<file path="src/rtl/multdiv_sequencer_if.sv">
// Purpose: bundles the multdiv start/result handshake and the shared-adder operand/sum path.
// Latency: none, wiring only.
// Backpressure: none; starts are single-cycle pulses and completion is a single-cycle pulse.
interface multdiv_sequencer_if #(
    parameter int WIDTH = 32
);
    logic             ctrl_MULT;
    logic             ctrl_DIV;
    logic [WIDTH-1:0] data_operandA;
    logic [WIDTH-1:0] data_operandB;
    logic [WIDTH-1:0] add_a;
    logic [WIDTH-1:0] add_b;
    logic             add_cin;
    logic             add_en;
    logic [WIDTH-1:0] add_sum;
    logic             add_cout;
    logic [WIDTH-1:0] data_result;
    logic             data_exception;
    logic             data_resultRDY;
    logic             busy;

    // Processor side: issues starts, owns the shared adder, consumes results.
    modport master (
        output ctrl_MULT, ctrl_DIV, data_operandA, data_operandB,
        output add_sum, add_cout,
        input  add_a, add_b, add_cin, add_en,
        input  data_result, data_exception, data_resultRDY, busy
    );

    // Sequencer side.
    modport slave (
        input  ctrl_MULT, ctrl_DIV, data_operandA, data_operandB,
        input  add_sum, add_cout,
        output add_a, add_b, add_cin, add_en,
        output data_result, data_exception, data_resultRDY, busy
    );
endinterface

</file>
<file path="src/rtl/multdiv_sequencer.sv">
// Purpose: signed multiply (radix-2 Booth) / divide (restoring) sequencer driving a shared external adder.
// Latency: RDY 33 cycles after start edge for MULT, 34 for DIV, 1 for divide-by-zero.
// Backpressure: none; a new start at any time aborts the current operation without a RDY pulse.
module multdiv_sequencer #(
    parameter int WIDTH = 32,
    parameter int CNT_W = 6
) (
    input logic                 clock,
    input logic                 reset,
    multdiv_sequencer_if.slave  bus
);

    typedef enum logic [2:0] {IDLE, MULT, DIV, FIX, DONE} state_t;

    state_t             state;
    logic [CNT_W-1:0]   cnt;
    // MULT: hi/lo/q1 form the Booth product register, m the multiplicand.
    // DIV:  hi is the partial remainder, lo the shifting quotient, m the divisor magnitude.
    logic [WIDTH-1:0]   hi;
    logic [WIDTH-1:0]   lo;
    logic [WIDTH-1:0]   m;
    logic               q1;
    logic               sign;
    logic [WIDTH-1:0]   result_q;
    logic               exc_q;
    logic               rdy_q;
    logic               busy_q;

    logic [WIDTH-1:0]   add_a_c;
    logic [WIDTH-1:0]   add_b_c;
    logic               add_cin_c;

    logic               start;
    logic               last_iter;
    logic [WIDTH-1:0]   a_abs;
    logic [WIDTH-1:0]   b_abs;
    logic [WIDTH-1:0]   mult_hi_nxt;
    logic [WIDTH-1:0]   mult_lo_nxt;
    logic [WIDTH-1:0]   div_s;
    logic [WIDTH-1:0]   div_r_nxt;
    logic [WIDTH-1:0]   div_q_nxt;

    assign start     = bus.ctrl_MULT | bus.ctrl_DIV;
    assign last_iter = (cnt == CNT_W'(WIDTH - 1));
    assign a_abs     = bus.data_operandA[WIDTH-1] ? (~bus.data_operandA + WIDTH'(1)) : bus.data_operandA;
    assign b_abs     = bus.data_operandB[WIDTH-1] ? (~bus.data_operandB + WIDTH'(1)) : bus.data_operandB;

    // The shifted-in sign is the true 33rd bit of hi + add_b + cin, so the
    // multiplicand 0x80000000 (whose negation does not fit) still yields an exact product.
    assign mult_hi_nxt = {hi[WIDTH-1] ^ add_b_c[WIDTH-1] ^ bus.add_cout, bus.add_sum[WIDTH-1:1]};
    assign mult_lo_nxt = {bus.add_sum[0], lo[WIDTH-1:1]};

    // Remainder never exceeds the divisor magnitude, so its top bit is always zero and may be dropped.
    assign div_s     = {hi[WIDTH-2:0], lo[WIDTH-1]};
    assign div_r_nxt = bus.add_cout ? bus.add_sum : div_s;
    assign div_q_nxt = {lo[WIDTH-2:0], bus.add_cout};

    // Select the shared-adder operands for the current state; idle states drive zeros.
    always_comb begin
        add_a_c   = '0;
        add_b_c   = '0;
        add_cin_c = 1'b0;
        case (state)
            MULT: begin
                add_a_c = hi;
                case ({lo[0], q1})
                    2'b01: add_b_c = m;
                    2'b10: begin
                        add_b_c   = ~m;
                        add_cin_c = 1'b1;
                    end
                    default: add_b_c = '0;
                endcase
            end
            DIV: begin
                add_a_c   = div_s;
                add_b_c   = ~m;
                add_cin_c = 1'b1;
            end
            FIX: begin
                if (sign) begin
                    add_a_c   = ~lo;
                    add_cin_c = 1'b1;
                end
            end
            default: ;
        endcase
    end

    assign bus.add_a          = add_a_c;
    assign bus.add_b          = add_b_c;
    assign bus.add_cin        = add_cin_c;
    assign bus.add_en         = (state == MULT) || (state == DIV) || (state == FIX);
    assign bus.data_result    = result_q;
    assign bus.data_exception = exc_q;
    assign bus.data_resultRDY = rdy_q;
    assign bus.busy           = busy_q;

    // Sequencer state machine with registered result, RDY and busy.
    always_ff @(posedge clock or negedge reset) begin
        if (!reset) begin
            state    <= IDLE;
            cnt      <= '0;
            hi       <= '0;
            lo       <= '0;
            m        <= '0;
            q1       <= 1'b0;
            sign     <= 1'b0;
            result_q <= '0;
            exc_q    <= 1'b0;
            rdy_q    <= 1'b0;
            busy_q   <= 1'b0;
        end else begin
            rdy_q <= 1'b0;
            if (start) begin
                cnt <= '0;
                if (bus.ctrl_MULT) begin
                    state  <= MULT;
                    hi     <= '0;
                    lo     <= bus.data_operandB;
                    q1     <= 1'b0;
                    m      <= bus.data_operandA;
                    busy_q <= 1'b1;
                end else if (bus.data_operandB == '0) begin
                    state    <= DONE;
                    busy_q   <= 1'b0;
                    result_q <= '0;
                    exc_q    <= 1'b1;
                end else begin
                    state  <= DIV;
                    hi     <= '0;
                    lo     <= a_abs;
                    m      <= b_abs;
                    sign   <= bus.data_operandA[WIDTH-1] ^ bus.data_operandB[WIDTH-1];
                    busy_q <= 1'b1;
                end
            end else begin
                case (state)
                    MULT: begin
                        hi  <= mult_hi_nxt;
                        lo  <= mult_lo_nxt;
                        q1  <= lo[0];
                        cnt <= cnt + CNT_W'(1);
                        if (last_iter) begin
                            state    <= DONE;
                            busy_q   <= 1'b0;
                            result_q <= mult_lo_nxt;
                            exc_q    <= (mult_hi_nxt != {WIDTH{mult_lo_nxt[WIDTH-1]}});
                        end
                    end
                    DIV: begin
                        hi  <= div_r_nxt;
                        lo  <= div_q_nxt;
                        cnt <= cnt + CNT_W'(1);
                        if (last_iter) begin
                            state <= FIX;
                        end
                    end
                    FIX: begin
                        // Unsigned quotient magnitude of 2^31 is only representable when negated.
                        result_q <= sign ? bus.add_sum : lo;
                        exc_q    <= ~sign & lo[WIDTH-1];
                        busy_q   <= 1'b0;
                        state    <= DONE;
                    end
                    DONE: begin
                        rdy_q <= 1'b1;
                        state <= IDLE;
                    end
                    default: state <= IDLE;
                endcase
            end
        end
    end

endmodule

</file>
<file path="src/flat_wrapper.sv">
// flat-port wrapper written by rule: the top's interface ports become plain ports
module multdiv_sequencer_flat 
#(
    parameter int WIDTH = 32,
    parameter int CNT_W = 6
)
  (clock, reset, bus_ctrl_MULT, bus_ctrl_DIV, bus_data_operandA, bus_data_operandB, bus_add_sum, bus_add_cout, bus_add_a, bus_add_b, bus_add_cin, bus_add_en, bus_data_result, bus_data_exception, bus_data_resultRDY, bus_busy);
  multdiv_sequencer_if #(.WIDTH(WIDTH)) bus_i ();
  input logic clock;
  input logic reset;
  input wire logic [$bits(bus_i.ctrl_MULT)-1:0] bus_ctrl_MULT;
  input wire logic [$bits(bus_i.ctrl_DIV)-1:0] bus_ctrl_DIV;
  input wire logic [$bits(bus_i.data_operandA)-1:0] bus_data_operandA;
  input wire logic [$bits(bus_i.data_operandB)-1:0] bus_data_operandB;
  input wire logic [$bits(bus_i.add_sum)-1:0] bus_add_sum;
  input wire logic [$bits(bus_i.add_cout)-1:0] bus_add_cout;
  output wire logic [$bits(bus_i.add_a)-1:0] bus_add_a;
  output wire logic [$bits(bus_i.add_b)-1:0] bus_add_b;
  output wire logic [$bits(bus_i.add_cin)-1:0] bus_add_cin;
  output wire logic [$bits(bus_i.add_en)-1:0] bus_add_en;
  output wire logic [$bits(bus_i.data_result)-1:0] bus_data_result;
  output wire logic [$bits(bus_i.data_exception)-1:0] bus_data_exception;
  output wire logic [$bits(bus_i.data_resultRDY)-1:0] bus_data_resultRDY;
  output wire logic [$bits(bus_i.busy)-1:0] bus_busy;
  assign bus_i.ctrl_MULT = bus_ctrl_MULT;
  assign bus_i.ctrl_DIV = bus_ctrl_DIV;
  assign bus_i.data_operandA = bus_data_operandA;
  assign bus_i.data_operandB = bus_data_operandB;
  assign bus_i.add_sum = bus_add_sum;
  assign bus_i.add_cout = bus_add_cout;
  assign bus_add_a = bus_i.add_a;
  assign bus_add_b = bus_i.add_b;
  assign bus_add_cin = bus_i.add_cin;
  assign bus_add_en = bus_i.add_en;
  assign bus_data_result = bus_i.data_result;
  assign bus_data_exception = bus_i.data_exception;
  assign bus_data_resultRDY = bus_i.data_resultRDY;
  assign bus_busy = bus_i.busy;
  multdiv_sequencer #(.WIDTH(WIDTH), .CNT_W(CNT_W)) u_core (.clock(clock), .reset(reset), .bus(bus_i));
endmodule
</file>
<file path="config.mk">
export PLATFORM = sky130hd
export DESIGN_NAME = multdiv_sequencer_flat
export DESIGN_NICKNAME = d
export VERILOG_FILES = /design/src/rtl/multdiv_sequencer_if.sv /design/src/rtl/multdiv_sequencer.sv /design/src/flat_wrapper.sv
export SDC_FILE = /design/constraint.sdc
export NUM_CORES = 1
export LEC_CHECK = 0
export CELL_PAD_IN_SITES_DETAIL_PLACEMENT = 1
export CELL_PAD_IN_SITES_GLOBAL_PLACEMENT = 1
export CORE_ASPECT_RATIO = 0.6
export CORE_MARGIN = 2
export CORE_UTILIZATION = 35
export DETAILED_ROUTE_END_ITERATION = 6
export PLACE_DENSITY_LB_ADDON = 0.1
export SYNTH_ARGS = -nofsm -noshare
export SYNTH_HDL_FRONTEND = slang
export SYNTH_SLANG_ARGS = --single-unit
</file>
<file path="constraint.sdc">
create_clock -name clock -period 2.78 [get_ports clock]
set_clock_uncertainty 0.05 [all_clocks]
set_input_delay 0.834 -clock clock [delete_from_list [all_inputs] [get_ports clock]]
set_output_delay 0.834 -clock clock [all_outputs]
set_load 0.01 [all_outputs]
</file>
==> results.tsv <==
metric	value	unit
outcome	finished, violations left	
failed_checks	negative setup slack	
async_reset_ff_frac	1.00	
syn_inst	1313	
htreeDepth	4	
synth_area	0.0101	mm2
start_util	0.354	
synth_edf_count	0	
syn_nets	1417	
ys_types	61	
diodes	0	
path_class	reg2out	
numPortBuffers	201	
drive_above_1_share	0.350	
die-area	0.0304	mm2
cp_max_fo	7	
power.density	484	mW/mm2
cp_slowest_cell	dfrtp_1	
grt_antenna_before_repair	2	
coreArea	0.0286	mm2
die-width	224	um
fin_ws	-0.171	ns
gp_congestion	0.926	
ant_nets	0	
hold_viol_final	0	
ys.warnings.count	0	
fillerInstances	3338	
dpl.hpwl	35700	um
max_cap_violations	0	
fp-row-count	48	
first_pass_iters	5	
place_area	0.0143	mm2
grt_pass1_vias	12944	
ir_drop	0.000361	V
gr-total-overflow	0	
worst_hold_slack	0.240	ns
reg2reg_slack	0.10	ns
slew_violations	0	
wirelength	55800	um
p_total	8.01	mW
clock_latency	0.46	ns
cpPeakStageDelay	0.40	ns
worstPathCellList	nor2b_4 -> nor2b_4 -> and3b_2 -> buf_12 -> buf_16 -> nand2_2 -> o21ai_1 -> buf_2	
drtIter0Drc	1177	
leakagePower	7.15	nW
cts_tree	built	
synth.yosys.seq_area_share	0.350	
min_period	2.95	ns
setup-tns-final	-7.60	ns
worst_slew_pin_slew	0.798	ns
grt_pass1_wl	81000	um
routed_via_density	6.13	
via_count	12827	
drc_errors	0	
rsz0062_at_grt	true	
clock-sinks	142	
io_pins	202	
cts_buffers	17	
grt_max_degree	42	
max_clock_freq	0.339	GHz
final_nets	1808	
avgSynthCellArea	7.72	um2
syn2layout_area_growth	63.0	%
finalSetupViolations	68	
fin_area	0.0165	mm2
ys.flop_type	dfrtp_1	
r2r_start	u_core.state[2]	
r2r_end	u_core.lo[25]	
wire_per_inst	26.7	um
crit_family	simple AND/OR/NAND/NOR gates	
cts_buffer_depth	2	
synth_seq_cells	142	
required	1.90	ns
hold_path_class	in2async	
crit_path_frequent_cell	nor2b_4	
chipHeight	136	um
start_kind	flip-flop	
cts_root_buf	clkbuf_16	
period_share	1.06	
rr_worst_depth	12	
cp_data_arrival_time	2.07	ns
critPathBufInv	3	
clk_transition_reported_paths	0.07	ns
endpoint_kind	primary output	
slew_headroom	0.468	
cts_hold_buf	0	
grtUsageTotal	0.354	
[logic make-up after synthesis]
| group | Yosys count | share of synthesized area |
|---|---|---|
| adder cells (fa/ha/maj) | 3 | 0.00370 |
| multiplexers | 75 | 0.0750 |
| buffers and inverters | 132 | 0.0498 |
| AO/OA/AOI/OAI | 444 | 0.271 |
| flip-flops | 142 | 0.350 |
| XOR/XNOR | 55 | 0.0475 |
| AND/OR/NAND/NOR | 462 | 0.202 |
[through the flow]
step                       util  setup WS [ns]  std cells
after global routing      0.577         -0.245       2092
after global placement    0.497         -0.873       1993
after floorplan               -         -0.424       1313
final                     0.577         -0.171       2092
after detailed placement  0.497         -0.923       1993
after CTS                 0.551         -0.165       2070
[power breakdown]
group | switching, mW | leakage [nW] | internal (mW) | total (mW)
clock network | 1.10 | 0.306 | 1.52 | 2.62
logic | 1.50 | 5.06 | 1.26 | 2.76
registers | 0.305 | 1.78 | 2.32 | 2.63
[state kept, by name, indices dropped and copies added (netlist names)]
| signal | cells |
|---|---|
| u_core.bus.data_result | 32 |
| u_core.hi | 32 |
| u_core.lo | 32 |
| u_core.m | 32 |
| u_core.cnt | 6 |
| u_core.state | 3 |
| u_core.bus.busy | 1 |
| u_core.bus.data_exception | 1 |
| u_core.bus.data_resultRDY | 1 |
| u_core.q1 | 1 |
| u_core.sign | 1 |
[metal layers]
| layer | GRT usage | vias to the layer above | part of all wire | routed length (um) |
|---|---|---|---|---|
| met5 | 0 | - | 0.00041 | 23 |
| met2 | 0.537 | 587 | 0.45 | 24900 |
| met3 | 0.0888 | 99 | 0.088 | 4890 |
| met4 | 0.110 | 4 | 0.024 | 1340 |
| met1 | 0.497 | 6547 | 0.44 | 24600 |
| li1 | - | 5590 | - | - |
[repair_timing]
action                                  CTS  global route
gates cloned                             16             5
setup buffers                            32            19
pin swaps                                66            34
endpoints found under the setup margin  196           186
hold endpoints to repair                  0             0
gates resized for setup                 512           159
[final cells by class]
class                      instances  area, um2  area share
multi-input combinational       1042       7210       0.436
timing repair buffer             488       4590       0.278
sequential                       142       3560       0.215
tap                              375        469      0.0284
clock buffer                      18        429      0.0260
clock inverter                    14        206      0.0125
inverter                          13       68.8     0.00416
[cells in the final DEF (no fill, tap or decap), types with 9 or more instances in the layout]
cell / netlist / routed
xor2_1: 13 / 13
nor3_1: 23 / 18
clkdlybuf4s50_1: 0 / 90
clkbuf_16: 0 / 21
a31oi_1: 11 / 10
a22oi_1: 39 / 9
xnor2_1: 42 / 40
dfrtp_1: 142 / 139
nand2_1: 243 / 210
nand2_4: 0 / 15
o31ai_1: 27 / 23
o21ai_1: 2 / 36
nand4_1: 9 / 9
buf_6: 1 / 24
dlymetal6s2s_1: 0 / 18
dlygate4sd2_1: 0 / 9
a22oi_2: 0 / 30
buf_12: 0 / 26
mux2i_1: 70 / 70
buf_2: 2 / 67
o22ai_1: 23 / 18
nand2_2: 0 / 18
nor4_1: 16 / 9
o211ai_1: 34 / 34
or3_4: 0 / 10
buf_4: 0 / 221
nand3_1: 12 / 11
or4_4: 3 / 10
o21ai_2: 0 / 36
nor2_1: 98 / 93
o21ai_0: 172 / 98
a21oi_1: 76 / 75
buf_16: 0 / 11
[how the worst max path moves through the flow]
stage,from,endpoint,cells past startpoint
after floorplan,bus_data_operandA[14],u_core.lo[25],7
after global placement,bus_data_operandA[14],u_core.lo[29],8
after detailed placement,bus_data_operandA[1],u_core.lo[18],10
after CTS,u_core.state[2],bus_add_a[12],9
after global routing,u_core.state[0],bus_add_b[26],8
final,u_core.state[0],bus_add_b[26],8
[synth_stat cells, drive strengths merged (7+ instances only)]
cell type | n | area (um2)
nor4 | 16 | 100
o21ai | 174 | 871
a31oi | 11 | 68.8
nand3 | 12 | 60.1
o31ai | 27 | 203
o41ai | 15 | 131
xor2 | 13 | 114
a21oi | 76 | 380
nor2b | 7 | 43.8
o211ai | 34 | 255
nand4 | 9 | 56.3
nor2 | 98 | 368
o22ai | 23 | 144
clkbuf | 104 | 390
or3 | 15 | 93.8
xnor2 | 42 | 368
inv | 12 | 45.0
a221oi | 15 | 138
nor3 | 23 | 115
mux2i | 70 | 701
a22oi | 39 | 293
nand2 | 243 | 912
a311oi | 8 | 70.1
dfrtp | 142 | 3550
or4 | 14 | 116
buf | 15 | 66.3
Note: power is estimated with default switching activity, not from simulation.
